## config.mk

```make
export PLATFORM = sky130hd
export DESIGN_NAME = jk_cmd_seq_flat
export DESIGN_NICKNAME = d
export VERILOG_FILES = /design/src/rtl/jk_cmd_seq_if.sv /design/src/rtl/jk_cmd_seq.sv /design/src/flat_wrapper.sv
export SDC_FILE = /design/constraint.sdc
export NUM_CORES = 1
export LEC_CHECK = 0
export CORE_ASPECT_RATIO = 0.7
export CORE_MARGIN = 3
export CORE_UTILIZATION = 59
export CTS_BUF_LIST = sky130_fd_sc_hd__clkbuf_4 sky130_fd_sc_hd__clkbuf_8
export CTS_CLUSTER_DIAMETER = 60
export DETAILED_ROUTE_END_ITERATION = 10
export PLACE_DENSITY = 0.82
export SETUP_SLACK_MARGIN = 0.15
export SLEW_MARGIN = 20
export SYNTH_ARGS = -nofsm -noshare
export SYNTH_HDL_FRONTEND = slang
export SYNTH_SLANG_ARGS = --single-unit
```

## constraint.sdc

```tcl
create_clock -name clk -period 3.05 [get_ports clk]
set_clock_uncertainty 0.1 [all_clocks]
set_input_delay 0.61 -clock clk [delete_from_list [all_inputs] [get_ports clk]]
set_output_delay 0.61 -clock clk [all_outputs]
set_load 0.01 [all_outputs]
```

## src/rtl/jk_cmd_seq_if.sv

```systemverilog
// Command handshake bundle between a command source and jk_cmd_seq.
// Latency: none, wires only.
// Backpressure: the source holds cmd_valid/cmd_op/cmd_cnt until cmd_ready is seen high at a clock edge.
interface jk_cmd_seq_if #(
    parameter int CNT_W = 4
);
    logic             cmd_valid;
    logic [1:0]       cmd_op;
    logic [CNT_W-1:0] cmd_cnt;
    logic             cmd_ready;

    modport master (
        output cmd_valid,
        output cmd_op,
        output cmd_cnt,
        input  cmd_ready
    );

    modport slave (
        input  cmd_valid,
        input  cmd_op,
        input  cmd_cnt,
        output cmd_ready
    );
endinterface

```

## src/rtl/jk_cmd_seq.sv

```systemverilog
// Buffers JK commands and drives j/k for cmd_cnt cycles, checking the FF q against a model.
// Latency: push at t0 -> j/k at t1, done during t1+N, next command via IDLE afterwards.
// Backpressure: cmd_ready = !full; a flush drops any coincident push.
module jk_cmd_seq #(
    parameter int   DEPTH  = 4,
    parameter int   CNT_W  = 4,
    parameter logic INIT_Q = 1'b0
) (
    input  logic           clk,
    input  logic           rst,
    jk_cmd_seq_if.slave    cmd,
    input  logic           flush,
    input  logic           q_fb,
    output logic           j,
    output logic           k,
    output logic           busy,
    output logic           done,
    output logic           err,
    output logic           exp_q
);
    localparam int AW = (DEPTH > 1) ? $clog2(DEPTH) : 1;
    localparam logic [AW:0] FULL_CNT = (AW+1)'(DEPTH);

    localparam logic [1:0] IDLE  = 2'd0;
    localparam logic [1:0] DRIVE = 2'd1;
    localparam logic [1:0] CHECK = 2'd2;

    logic [1:0]       op_mem  [DEPTH];
    logic [CNT_W-1:0] cnt_mem [DEPTH];
    logic [AW-1:0]    wr_ptr;
    logic [AW-1:0]    rd_ptr;
    logic [AW:0]      count;

    logic [1:0]       state;
    logic [1:0]       op_r;
    logic [CNT_W-1:0] rem;

    logic             full;
    logic             empty;
    logic             push;
    logic             pop;
    logic [1:0]       head_op;
    logic [CNT_W-1:0] head_cnt;

    // JK rule applied once for the negedge that has just been driven.
    function automatic logic jk_next(input logic q, input logic [1:0] op);
        case (op)
            2'b01:   return 1'b0;
            2'b10:   return 1'b1;
            2'b11:   return ~q;
            default: return q;
        endcase
    endfunction

    assign full          = (count == FULL_CNT);
    assign empty         = (count == '0);
    assign cmd.cmd_ready = !full;
    assign push          = cmd.cmd_valid && !full && !flush;
    assign pop           = (state == IDLE) && !empty && !flush;
    assign head_op       = op_mem[rd_ptr];
    // A zero count means a single cycle, so rem is never loaded with 0.
    assign head_cnt      = (cnt_mem[rd_ptr] == '0) ? CNT_W'(1) : cnt_mem[rd_ptr];
    assign busy          = (state != IDLE);
    assign done          = (state == CHECK);

    // Command storage; contents are only meaningful between the pointers.
    always_ff @(posedge clk) begin
        if (push) begin
            op_mem[wr_ptr]  <= cmd.cmd_op;
            cnt_mem[wr_ptr] <= cmd.cmd_cnt;
        end
    end

    // FIFO pointers and occupancy; pointers wrap naturally since DEPTH is a power of two.
    always_ff @(posedge clk or posedge rst) begin
        if (rst) begin
            wr_ptr <= '0;
            rd_ptr <= '0;
            count  <= '0;
        end else if (flush) begin
            wr_ptr <= '0;
            rd_ptr <= '0;
            count  <= '0;
        end else begin
            if (push) wr_ptr <= wr_ptr + 1'b1;
            if (pop)  rd_ptr <= rd_ptr + 1'b1;
            case ({push, pop})
                2'b10:   count <= count + 1'b1;
                2'b01:   count <= count - 1'b1;
                default: count <= count;
            endcase
        end
    end

    // Sequencer: registered j/k drive, expected-q model and sticky mismatch flag.
    always_ff @(posedge clk or posedge rst) begin
        if (rst) begin
            state <= IDLE;
            op_r  <= 2'b00;
            rem   <= '0;
            j     <= 1'b0;
            k     <= 1'b0;
            exp_q <= INIT_Q;
            err   <= 1'b0;
        end else if (flush) begin
            // The negedge just passed was really driven, so the model still accounts for it.
            if (state == DRIVE) exp_q <= jk_next(exp_q, op_r);
            state <= IDLE;
            j     <= 1'b0;
            k     <= 1'b0;
        end else begin
            case (state)
                IDLE: begin
                    if (!empty) begin
                        op_r  <= head_op;
                        rem   <= head_cnt;
                        j     <= head_op[1];
                        k     <= head_op[0];
                        state <= DRIVE;
                    end else begin
                        j <= 1'b0;
                        k <= 1'b0;
                    end
                end
                DRIVE: begin
                    exp_q <= jk_next(exp_q, op_r);
                    if (rem <= CNT_W'(1)) begin
                        j     <= 1'b0;
                        k     <= 1'b0;
                        state <= CHECK;
                    end else begin
                        rem <= rem - 1'b1;
                    end
                end
                CHECK: begin
                    if (q_fb != exp_q) err <= 1'b1;
                    state <= IDLE;
                end
                default: begin
                    j     <= 1'b0;
                    k     <= 1'b0;
                    state <= IDLE;
                end
            endcase
        end
    end
endmodule

```

## src/flat_wrapper.sv

```systemverilog
// flat-port wrapper written by rule: the top's interface ports become plain ports
module jk_cmd_seq_flat 
#(
    parameter int   DEPTH  = 4,
    parameter int   CNT_W  = 4,
    parameter logic INIT_Q = 1'b0
)
  (clk, rst, flush, q_fb, j, k, busy, done, err, exp_q, cmd_cmd_valid, cmd_cmd_op, cmd_cmd_cnt, cmd_cmd_ready);
  jk_cmd_seq_if #(.CNT_W(CNT_W)) cmd_i ();
  input  logic clk;
  input  logic rst;
  input  logic flush;
  input  logic q_fb;
  output logic j;
  output logic k;
  output logic busy;
  output logic done;
  output logic err;
  output logic exp_q;
  input wire logic [$bits(cmd_i.cmd_valid)-1:0] cmd_cmd_valid;
  input wire logic [$bits(cmd_i.cmd_op)-1:0] cmd_cmd_op;
  input wire logic [$bits(cmd_i.cmd_cnt)-1:0] cmd_cmd_cnt;
  output wire logic [$bits(cmd_i.cmd_ready)-1:0] cmd_cmd_ready;
  assign cmd_i.cmd_valid = cmd_cmd_valid;
  assign cmd_i.cmd_op = cmd_cmd_op;
  assign cmd_i.cmd_cnt = cmd_cmd_cnt;
  assign cmd_cmd_ready = cmd_i.cmd_ready;
  jk_cmd_seq #(.DEPTH(DEPTH), .CNT_W(CNT_W), .INIT_Q(INIT_Q)) u_core (.clk(clk), .rst(rst), .cmd(cmd_i), .flush(flush), .q_fb(q_fb), .j(j), .k(k), .busy(busy), .done(done), .err(err), .exp_q(exp_q));
endmodule
```

* Word-level counts from Yosys, hierarchy flattened
Memories as Yosys holds them, arrays and structs flattened. Index checks and enable logic that the tools add are counted.
Word-level totals: output and inout port bits 7, memories kept 2, memory bits (writable) 24, bits in registers 19, input port bits 11, logic and storage cells 81
Operators by class: reductions and logical operators 22, $add $sub $neg 5, bitwise gates (word level) 3, magnitude comparators 1, eq/ne operators 14, muxes and demuxes 24
Memory list:
- u_core.cnt_mem | words 4, width 4, read ports 1, clocked after memory_dff 0, wr ports 1, RTL line jk_cmd_seq.sv:29 | logic [CNT_W-1:0] cnt_mem [DEPTH];
- u_core.op_mem | words 4, width 2, read ports 1, clocked after memory_dff 0, wr ports 1, RTL line jk_cmd_seq.sv:28 | logic [1:0] op_mem [DEPTH];
Operators with widths (count):
- $mux 2 | 7
- $mux 4 | 3
- $pmux 1 s3 | 3
- $eq 2x2->1 const B | 4
- $pmux 4 s2 | 1
- $reduce_bool 2->1 | 4
- $mux 1 | 7
- $eq 2x1->1 const B | 3
- $ne 2x2->1 const B | 3
- $ne 3x3->1 const B | 2
- $pmux 3 s2 | 1
- $reduce_and 2->1 | 3
- $reduce_and 3->1 | 2
- $reduce_bool 3->1 | 2
- $add 2x1->2 const B | 2
- $le 4x1->1 const B | 1
- $logic_and 1x1->1 | 4
- $logic_not 4->1 | 1
- $pmux 2 s2 | 1
- $reduce_and 4->1 | 1
- $sub 4x1->4 const B | 1
- $add 3x1->3 const B | 1
- $eq 3x3->1 const B | 1
- $logic_not 1->1 | 3
- 6 further kinds | 8

* Depth between registers and ports, before layout
Gate-level depths: netlist (run 1).
depth after elaboration 7, depth in mapped cells 7

* Worst setup path after synthesis (run 1)
OpenSTA, ideal clock, no wires.
kind reg2reg, start point register u_core.count[1], end point register u_core.count[2], data arrival time 1.954 ns, setup slack 0.869 ns, setup time 0.128 ns, cell stages (with the launch flop) 7, data required time 2.822 ns, cells stage by stage dfrtp_1 -> nor3_1 -> nor3_2 -> and2_1 -> fa_1 -> mux2i_1 -> mux2_1
On the way: cells in the longest elaborated chain, start to end 7
Ends and longest elaborated chain:
- from (decl) | RTL line jk_cmd_seq.sv:32 | logic [AW:0] count;
- from (signal assigned) | RTL line jk_cmd_seq.sv:88 | 2'b10: count <= count + 1'b1;
- from (signal assigned) | RTL line jk_cmd_seq.sv:89 | 2'b01: count <= count - 1'b1;
- from (signal assigned) | RTL line jk_cmd_seq.sv:90 | default: count <= count;
- $eq 3x3->1 or $logic_not 3->1 (tied branches) | RTL line jk_cmd_seq.sv:55, jk_cmd_seq.sv:56
- $logic_not 1->1 (on tied branches) | RTL line jk_cmd_seq.sv:58, jk_cmd_seq.sv:59
- $logic_and 1x1->1 (on tied branches) (2 in series) | RTL line jk_cmd_seq.sv:58, jk_cmd_seq.sv:59
- $eq 2x1->1 or $eq 2x2->1 (tied branches) | RTL line jk_cmd_seq.sv:87 | case ({push, pop})
- $pmux 3 s2 | RTL line jk_cmd_seq.sv:87
- $mux 3 | RTL line jk_cmd_seq.sv:80 | end else if (flush) begin
Parallel ways exist; a longest one is shown, timed or not. A chain may end at the register's enable or synchronous reset.

* Final worst setup path (run 1)
start point register u_core.state[0], end point output port busy
On the way: cells in the longest elaborated chain, start to end 1
Ends and longest elaborated chain:
- from (decl) | RTL line jk_cmd_seq.sv:34 | logic [1:0] state;
- from (signal assigned) | RTL line jk_cmd_seq.sv:98 | state <= IDLE;
- from (signal assigned) | RTL line jk_cmd_seq.sv:108 | state <= IDLE;
- from (signal assigned) | RTL line jk_cmd_seq.sv:119 | state <= DRIVE;
- $reduce_bool 2->1 | RTL line jk_cmd_seq.sv:63 | assign busy = (state != IDLE);
- to (decl) | RTL line flat_wrapper.sv:16 | output logic busy;
No other way between the ends.

==> key figures, run 1 <==
Outcome
  • Status: complete, no violations

Drt
  • Wire per inst: 17.8 microns
  • Routed vias: 1224
  • DRT Pass-1 Iters: 4
  • Starting DRT DRC Count: 115
  • Final WL: 3710 microns
  • DRC: 0
  • Antenna viol nets, final: 0
  • Routed vias/inst: 5.88

Yosys
  • Mapped Cells: 150
  • Sequential element share of the synthesized area: 0.604
  • Post-synthesis register bit count: 43
  • Synthesized area: slightly below 0.002 sq mm
  • Post-synthesis net count: 168
  • Synth warn: 0
  • Distinct cell type count after synthesis: 39
  • Syn_area_per_cell: 13.2 sq um

STA
  • Tcrit/Tclk final: 0.801
  • RSZ-0062 raised after global routing: no
  • Final TNS setup: 0 ns
  • Min setup slack post-route: 0.607 ns
  • Fin. max-slew vios: 0
  • Final setup fails: 0
  • Slew margin rel.: 0.392
  • Final min period: 2.44 ns
  • Hold Vio Cnt, Final: 0
  • Fmax: 409 MHz
  • Worst-Margin Slew: 0.899 ns

Clocking
  • Clock root buffer master: clkbuf_8
  • Cts bufs inserted: 5
  • Clock edge transition at the registers on the reported setup and hold paths: around 0.080 ns
  • TritonCTS clock tree: done
  • Resized cells post-CTS: 0
  • Clock Sinks: 43
  • Deepest clock path buffer count: 2
  • Hold_buf cts: 0
  • Setup Fix Bufs, Post-CTS: 0
  • Worst skew pair latency: approximately 0.30 ns
  • CTS H-Tree Depth: 2

Critical path
  • Reg2reg start: u_core.count[1]
  • CP bufs+invs: 2
  • Cells along the critical path: nor2_1 > inv_1 > clkdlybuf4s50_1
  • Worst setup EP type: output pin
  • WP data required: 2.34 ns
  • Critical R2R Capture: u_core.count[2]
  • R2R depth: 6
  • Top delay family on crit path: buffers and inverters
  • CP Max Fanout: 6
  • Crit path DAT: 1.73 ns
  • Critical Path Max Stage Delay: 0.52 ns
  • WS Path Type: reg2out
  • Critical path's slowest cell: clkdlybuf4s50_1
  • FF-to-FF setup slack: 0.61 ns
  • CP Launch Type: flop

Layout
  • Net count, final: 189
  • Finished Layout Cells: 208
  • Antenna cell count: 0
  • Layout filler cell count: 186
  • Syn-to-layout area delta: 16.2%
  • Layout cells sized above 1: 0.128
  • Commonest non-fill, non-tap cell in the layout: edfxtp_1
  • Most frequent cells in the layout: 24 x edfxtp_1, 19 x dfrtp_1, 17 x clkdlybuf4s50_1, 15 x nor2_1, 10 x inv_1
  • Final core utilization: 0.766

Min path
  • Hold/Removal Path Class: reg2reg
  • Hold endpoint: u_core.err
  • Hold Crit Start: u_core.err
  • Hold Path Depth: 2

Power and ir drop
  • IR Drop Worst-Case VDD: 0.584 mV
  • Static Leak: 0.885 nW
  • Power Dens Cells: 890 mW/mm^2
  • Total power draw: 2.05 mW

Die
  • Core Area: 0.00300 sq mm
  • Rows: 16
  • Initial Util: 0.659
  • IO Pins: 18
  • Die area: ~0.0041 sq mm
  • Chip Width: 75.2 microns
  • Die Y: 54.5 microns

GRT
  • Pin count of the biggest net entering global routing: 20
  • Vias in the first global route: 1265
  • First-pass GRT wire length: 6190 microns
  • GRT Residual Overflow: 0
  • Total track usage: 0.221
  • Initial antenna violation count: 0

Placement
  • Placed cell count: 200
  • IO buf count: 17
  • Worst slack, placed: a little over 0.4 ns
  • Detailed Place HPWL: 2650 microns
  • GPL Wtd Cong: 0.814

Flow run
  • Max-cap viol count: 0
-- flip-flops by register name, indices dropped and copies added (netlist names) --
| register | flops |
|---|---|
| u_core.state | 2 |
| u_core.count | 3 |
| u_core.rd_ptr | 2 |
| u_core.exp_q | 1 |
| u_core.rem | 4 |
| u_core.op_mem | 8 |
| u_core.cnt_mem | 16 |
| u_core.op_r | 2 |
| u_core.k | 1 |
| u_core.err | 1 |
| u_core.wr_ptr | 2 |
| u_core.j | 1 |
-- how the worst max path moves through the flow --
stage | start | end | slack, ns | cells after the start
2_1_floorplan | u_core.count[1] | u_core.count[2] | 0.87 | 6
3_3_place_gp | cmd_cmd_valid | u_core.count[2] | 0.48 | 6
3_5_place_dp | cmd_cmd_valid | u_core.count[2] | 0.42 | 6
4_1_cts | u_core.state[1] | busy | 0.61 | 3
5_1_grt | u_core.count[1] | u_core.count[2] | 0.43 | 6
6_report | u_core.state[0] | busy | 0.61 | 3
-- layer usage --
layer / GRT usage / wire length, microns
met1: 0.291 / 1710
met2: 0.334 / 1720
met3: 0.0862 / 228
met4: 0.0843 / 47
met5: 0 / 0
-- area by class of cell --
| type | count | area [sq um] | share of cell area |
|---|---|---|---|
| Timing Repair Buffer | 18 | 178 | 0.0773 |
| Sequential cell | 43 | 1200 | 0.520 |
| Multi-Input combinational cell | 92 | 726 | 0.316 |
| Clock inverter | 1 | 30.0 | 0.0131 |
| Clock buffer | 7 | 83.8 | 0.0365 |
| Tap cell | 36 | 45.0 | 0.0196 |
| Inverter | 11 | 41.3 | 0.0180 |
-- worst reg2reg max path, delay by kind of cell (launching register included) --
kind | cells | cell delay [ns]
DFF | 1 | 0.45
muxes | 2 | 0.51
and+or+nand+nor | 3 | 0.88
adders and majority gates | 1 | 0.38
-- synthesized netlist by cell type --
cell | instances | area, sq um
a21oi_1 | 6 | 30.0
nor3_2 | 1 | 10.0
nor3_1 | 5 | 25.0
o21ai_0 | 5 | 25.0
nor2b_1 | 2 | 12.5
nand2b_1 | 2 | 12.5
nor3b_1 | 2 | 15.0
ha_1 | 6 | 75.1
inv_1 | 10 | 37.5
o32a_1 | 1 | 10.0
nand2_1 | 6 | 22.5
xor2_1 | 1 | 8.76
and2_1 | 5 | 31.3
o21a_1 | 1 | 7.51
clkbuf_1 | 2 | 7.51
buf_2 | 1 | 5.00
a211oi_2 | 2 | 25.0
inv_2 | 1 | 3.75
a22o_1 | 2 | 17.5
o211ai_1 | 2 | 15.0
mux4_2 | 6 | 135
nand3_1 | 3 | 15.0
nor4b_1 | 1 | 8.76
a31oi_1 | 2 | 12.5
xnor2_1 | 3 | 26.3
o21ai_1 | 1 | 5.00
dfrtp_1 | 19 | 475
or3_1 | 1 | 6.26
nor3b_2 | 1 | 12.5
a41oi_1 | 1 | 8.76
nor2_1 | 15 | 56.3
mux2_1 | 1 | 11.3
or3_4 | 1 | 11.3
o31ai_1 | 3 | 22.5
buf_1 | 1 | 3.75
mux2_2 | 1 | 11.3
mux2i_1 | 2 | 20.0
fa_1 | 1 | 20.0
edfxtp_1 | 24 | 721
-- where the power goes --
part | internal, mW | total (mW) | switching (mW)
clock | 0.263 | 0.451 | 0.188
combinational | 0.346 | 0.735 | 0.389
sequential | 0.733 | 0.860 | 0.128
total | 1.34 | 2.05 | 0.704
-- cells by family (layout without fill, tap and decap cells) --
| kind of cell | count (synthesis) | count (layout) | synth area share |
|---|---|---|---|
| buf+inv | 15 | 37 | 0.0291 |
| xor+xnor | 4 | 4 | 0.0177 |
| fa+ha+maj | 7 | 7 | 0.0480 |
| mux | 10 | 10 | 0.0898 |
| simple gates | 45 | 45 | 0.121 |
| flops | 43 | 43 | 0.604 |
| compound gates | 26 | 26 | 0.0904 |
-- metrics by stage --
| stage | hold WS [ns] | cell area (sq um) |
|---|---|---|
| after detailed placement | 0.361 | 2190 |
| after floorplan | 0.336 | 1980 |
| final | 0.394 | 2300 |
| after global routing | 0.417 | 2300 |
| after global placement | 0.352 | 2190 |
| after CTS | 0.397 | 2300 |
(Power assumes the default switching activity.)
==> run 2: changes to the inputs <==
==> constraint.sdc (replaced) <==
create_clock -name clk -period 2.4 [get_ports clk]
set_clock_uncertainty 0.1 [all_clocks]
set_input_delay 0.48 -clock clk [delete_from_list [all_inputs] [get_ports clk]]
set_output_delay 0.48 -clock clk [all_outputs]
set_load 0.01 [all_outputs]
==> key figures, run 2 (same netlist as run 1, synthesis figures left out) <==
Clocking
  • CTS H-Tree Depth: 2
  • Clock root buffer master: clkbuf_8
  • Clock edge transition at the registers on the reported setup and hold paths: around 0.080 ns
  • Deepest clock path buffer count: 2
  • Worst skew pair latency: 0.29 ns
  • Clock Sinks: between 40 and 50
  • TritonCTS clock tree: done
  • Cts bufs inserted: 5

Critical path
  • Cells along the critical path: nor2_1 > inv_1 > clkdlybuf4s50_1
  • Critical R2R Capture: u_core.count[2]
  • Reg2reg start: u_core.count[2]
  • CP Max Fanout: 6
  • Worst setup EP type: output pin
  • Top delay family on crit path: buffers and inverters
  • R2R depth: 7
  • FF-to-FF setup slack: approximately 0.30 ns
  • CP bufs+invs: 2
  • WP data required: between 1.5 and 2 ns
  • Crit path DAT: 1.59 ns
  • Critical Path Max Stage Delay: about 0.6 ns
  • CP Launch Type: flop
  • Critical path's slowest cell: clkdlybuf4s50_1
  • WS Path Type: reg2out

Power and ir drop
  • Clk network pwr share: 0.208
  • Total power draw: 2.71 mW
  • Int Power: 1.76 mW
  • Power Dens Cells: ~1100 mW/mm^2
  • Reg power frac: 0.409
  • Static Leak: 0.921 nW
  • Net Sw Power: between 0.9 and 1 mW
  • IR Drop Worst-Case VDD: approximately 0.58 mV
  • Switching share of total power: 0.349
  • Gate power share: 0.383

Layout
  • Layout filler cell count: 176
  • Biggest regs: u_core.cnt_mem: 16 flops, u_core.op_mem: 8 flops, u_core.rem: 4 flops
  • Layout cells sized above 1: 0.178
  • Final core utilization: 0.790
  • Largest register FFs: 16
  • Top reg by flops: u_core.cnt_mem
  • Commonest non-fill, non-tap cell in the layout: edfxtp_1
  • Register cell area after layout: between 0.001 and 0.0015 sq mm
  • Antenna cell count: 0
  • Most frequent cells in the layout: 24 x edfxtp_1, 17 x dfrtp_1, 16 x clkdlybuf4s50_1, 15 x nor2_1, 10 x inv_1
  • Footprint of the multi-input gates: around 740 sq um
  • Syn-to-layout area delta: 19.9%
  • Net count, final: 197

Die
  • Core Area: about 0.0030 sq mm
  • Rows: 16
  • Initial Util: 0.659
  • Die area: 0.00410 sq mm
  • IO Pins: 18
  • Chip Width: 75.2 microns
  • Die Y: approximately 54 microns

STA
  • Slew margin rel.: 0.498
  • Hold Vio Cnt, Final: 0
  • Hold_ws: 0.377 ns
  • Final setup fails: 0
  • RSZ-0062 raised after global routing: no
  • Fmax: 462 MHz
  • Fin. max-slew vios: 0
  • Final min period: 2.17 ns
  • Final TNS setup: 0 ns
  • Tcrit/Tclk final: 0.902
  • Worst-Margin Slew: about 0.75 ns

GRT
  • Total track usage: 0.219
  • Vias in the first global route: around 1300
  • GRT Residual Overflow: 0
  • First-pass GRT wire length: 6320 microns
  • Initial antenna violation count: 0
  • Pin count of the biggest net entering global routing: 20

Drt
  • Routed vias/inst: approximately 6.0
  • Antenna viol nets, final: 0
  • Final WL: around 3800 microns
  • Routed vias: about 1300
  • DRT Pass-1 Iters: 5
  • Wire per inst: 17.7 microns
  • Starting DRT DRC Count: between 100 and 150
  • DRC: 0

Min path
  • Hold Crit Start: u_core.err
  • Hold/Removal Path Class: reg2reg
  • Hold endpoint: u_core.err
  • Hold Path Depth: 2

Outcome
  • Status: complete, no violations

Placement
  • GPL Wtd Cong: 0.852
  • Detailed Place HPWL: 2670 microns
  • IO buf count: 17

Flow run
  • Max-cap viol count: 0
## run 2: final cells by class
type | instances | share of cell area
multi-input combinational | 92 | 0.310
clock inverter | 3 | 0.0179
sequential | 43 | 0.505
tap | 36 | 0.0190
timing repair buffer | 26 | 0.101
inverter | 11 | 0.0174
clock buffer | 5 | 0.0290
## run 2: per-stage QoR
step	setup WS [ns]	instance area [sq um]	cells
finish	0.234	2370	216
global route	0.163	2370	216
CTS	0.170	2360	215
detailed placement	0.0765	2240	207
global placement	0.111	2240	207
floorplan	0.219	1980	150
## run 2: worst min-delay path, stage by stage (launching register included)
cell and delay [ns]:
dfrtp_1 0.35, inv_1 0.04, o31ai_1 0.05
## run 2: worst max path at each step
stage,from,to,slack (ns),cells after the start
2_1_floorplan,u_core.count[1],u_core.count[2],0.22,6
3_3_place_gp,flush,u_core.count[2],0.11,6
3_5_place_dp,flush,u_core.count[2],0.08,6
4_1_cts,u_core.count[0],cmd_cmd_ready,0.17,3
5_1_grt,u_core.state[1],busy,0.16,3
6_report,u_core.state[0],busy,0.23,3
## run 2: what timing repair did
item | CTS | global route
buffers inserted | 0 | 1
endpoints found under the setup margin | 1 | 2
hold buffers | 0 | 0
cloned | 0 | 0
gates resized for setup | 1 | 4
pin swaps | 0 | 1
## run 2: power groups by stage
stage          Sequential [mW]  Clock, mW  Combinational (mW)
2_1_floorplan             1.05          0               0.707
3_3_place_gp              1.08          0               0.966
6_report                  1.11      0.562                1.04
4_1_cts                   1.09      0.564                1.02
5_1_grt                   1.13      0.606                1.16
3_5_place_dp              1.10          0                1.00
## run 2: routing by layer
metal / part of all wire / global-route usage / vias to the layer above / wire length [microns]
li1: - / - / 602 / -
met4: 0.0092 / 0.0756 / 0 / 35
met1: 0.44 / 0.290 / 637 / 1680
met5: 0 / 0 / - / 0
met3: 0.056 / 0.0569 / 5 / 215
met2: 0.49 / 0.357 / 45 / 1890
==> run 3: changes to the inputs <==
--- a/config.mk
+++ b/config.mk
@@ -11,6 +11,7 @@
 export CTS_BUF_LIST = sky130_fd_sc_hd__clkbuf_4 sky130_fd_sc_hd__clkbuf_8
 export CTS_CLUSTER_DIAMETER = 60
 export DETAILED_ROUTE_END_ITERATION = 10
+export GPL_TIMING_DRIVEN = 0
 export PLACE_DENSITY = 0.82
 export SETUP_SLACK_MARGIN = 0.15
 export SLEW_MARGIN = 20
==> key figures, run 3 (same netlist as run 1, synthesis figures left out) <==
Die
  • Chip Width: roughly 75 microns
  • Initial Util: 0.659
  • Die Y: 54.5 microns
  • IO Pins: 18
  • Core Area: 0.00300 sq mm
  • Die area: 0.00410 sq mm
  • Rows: 16

Clocking
  • Worst skew pair latency: 0.31 ns
  • Clock edge transition at the registers on the reported setup and hold paths: approximately 0.08 ns
  • TritonCTS clock tree: done
  • CTS H-Tree Depth: 2
  • Clock Sinks: 43
  • Cts bufs inserted: 5
  • Clock root buffer master: clkbuf_8
  • Hold_buf cts: 0
  • Deepest clock path buffer count: 2

GRT
  • First-pass GRT wire length: 6180 microns
  • Initial antenna violation count: 0
  • Total track usage: 0.219
  • GRT Residual Overflow: 0
  • Pin count of the biggest net entering global routing: 20
  • Vias in the first global route: 1292

Min path
  • Hold endpoint: u_core.err
  • Hold/Removal Path Class: reg2reg
  • Hold Path Depth: 2
  • Hold Crit Start: u_core.err

STA
  • Final setup fails: 0
  • Final min period: 2.20 ns
  • Hold_ws: 0.384 ns
  • Slew margin rel.: 0.509
  • Final TNS setup: 0 ns
  • Worst-Margin Slew: 0.736 ns
  • Fmax: 454 MHz
  • Tcrit/Tclk final: 0.918
  • RSZ-0062 raised after global routing: yes
  • Fin. max-slew vios: 0
  • Hold Vio Cnt, Final: 0

Layout
  • Footprint of the multi-input gates: 766 sq um
  • Antenna cell count: 0
  • Top reg by flops: u_core.cnt_mem
  • Layout cells sized above 1: 0.191
  • Layout filler cell count: 176
  • Net count, final: 195
  • Register cell area after layout: roughly 0.0012 sq mm
  • Most frequent cells in the layout: 24 x edfxtp_1, 16 x clkdlybuf4s50_1, 15 x dfrtp_1, 14 x nor2_1, 9 x inv_1
  • Biggest regs: u_core.cnt_mem: 16 flops, u_core.op_mem: 8 flops, u_core.rem: 4 flops
  • Syn-to-layout area delta: 19.1%
  • Final core utilization: 0.785
  • Commonest non-fill, non-tap cell in the layout: edfxtp_1
  • Largest register FFs: 16
  • Final Instance Area: 0.00236 sq mm

Placement
  • Detailed Place HPWL: around 2700 microns
  • Cell Area, Placed: 0.00219 sq mm
  • IO buf count: 17
  • GPL Wtd Cong: 0.838

Drt
  • M1 wire length: approximately 1700 microns
  • DRC: 0
  • DRT Pass-1 Iters: 4
  • Routed vias/inst: 5.89
  • Final WL: about 3700 microns
  • Wire per inst: between 15 and 20 microns
  • Antenna viol nets, final: 0
  • Starting DRT DRC Count: 91
  • Metal2 WL: around 1800 microns
  • Met3 wire len: ~160 microns
  • Routed vias: 1260
  • Highest metal used: met4

Critical path
  • CP Max Fanout: 5
  • WP data required: 2.49 ns
  • Top delay family on crit path: buffers and inverters
  • Reg2reg start: u_core.count[1]
  • FF-to-FF setup slack: 0.23 ns
  • WS Path Type: in2reg
  • Worst setup EP type: flop
  • Critical Path Max Stage Delay: about 0.66 ns
  • Critical R2R Capture: u_core.count[2]
  • Crit path DAT: 2.29 ns
  • R2R depth: 6
  • CP Launch Type: input port
  • Critical path's slowest cell: clkdlybuf4s50_1
  • CP bufs+invs: 1
  • Cells along the critical path: clkdlybuf4s50_1 > nor3_4 > and2_1 > fa_1 > mux2i_1 > mux2_1

Outcome
  • Status: complete, no violations

Power and ir drop
  • Static Leak: 0.895 nW
  • IR Drop Worst-Case VDD: just under 0.7 mV
  • Power Dens Cells: about 1100 mW/mm^2

Flow run
  • Max-cap viol count: 0
run 3: cell count changes in the layout (fill, tap and decap cells not counted), sizes merged:
cell      previous run  this run
buf                  9         5
clkbuf               5         7
clkinvlp             0         2
bufinv               1         0
clkinv               1         0
run 3: worst max path at each step:
stage / start / end / cells past startpoint
2_1_floorplan: u_core.count[1] / u_core.count[2] / 6
3_3_place_gp: flush / u_core.count[2] / 6
3_5_place_dp: flush / u_core.count[2] / 6
4_1_cts: u_core.count[1] / u_core.count[2] / 6
5_1_grt: flush / u_core.count[2] / 6
6_report: flush / u_core.count[2] / 6
run 3: layout make-up:
class                           count  share of cell area
Inverter                           11              0.0175
Clock buffer                        5              0.0292
Buffer                              4             0.00690
Multi-Input combinational cell     92               0.325
Sequential cell                    43               0.510
Tap cell                           36              0.0191
Timing Repair Buffer               20              0.0828
Clock inverter                      3              0.0101
run 3: repair_timing:
item / CTS / global route
pin swaps: 1 / 2
hold endpoints to repair: 0 / 0
buffers inserted: 1 / 2
resized for setup: 3 / 10
setup endpoints to repair: 4 / 4
run 3: layer usage:
metal  vias to the layer above  global-route usage
met2                        34               0.347
met1                       613               0.292
li1                        605                   -
met4                         0              0.0959
met5                         -                   0
met3                         8              0.0550
run 3: worst min-delay path: stages, from the launching register on:
cell	delay, ns
dfrtp_1	0.36
inv_1	0.04
o31ai_1	0.05
run 3: stage by stage:
step	power [mW]	setup WS (ns)	std cells
2_1_floorplan	1.76	0.219	150
3_3_place_gp	1.98	-0.145	203
3_5_place_dp	2.04	-0.181	203
4_1_cts	2.54	0.141	212
5_1_grt	2.81	0.139	214
6_report	2.62	0.196	214
run 3: power breakdown:
group / switching, mW / internal [mW]
clock: 0.271 / 0.208
sequential: 0.158 / 0.937
combinational: 0.544 / 0.503
total: 0.973 / 1.65
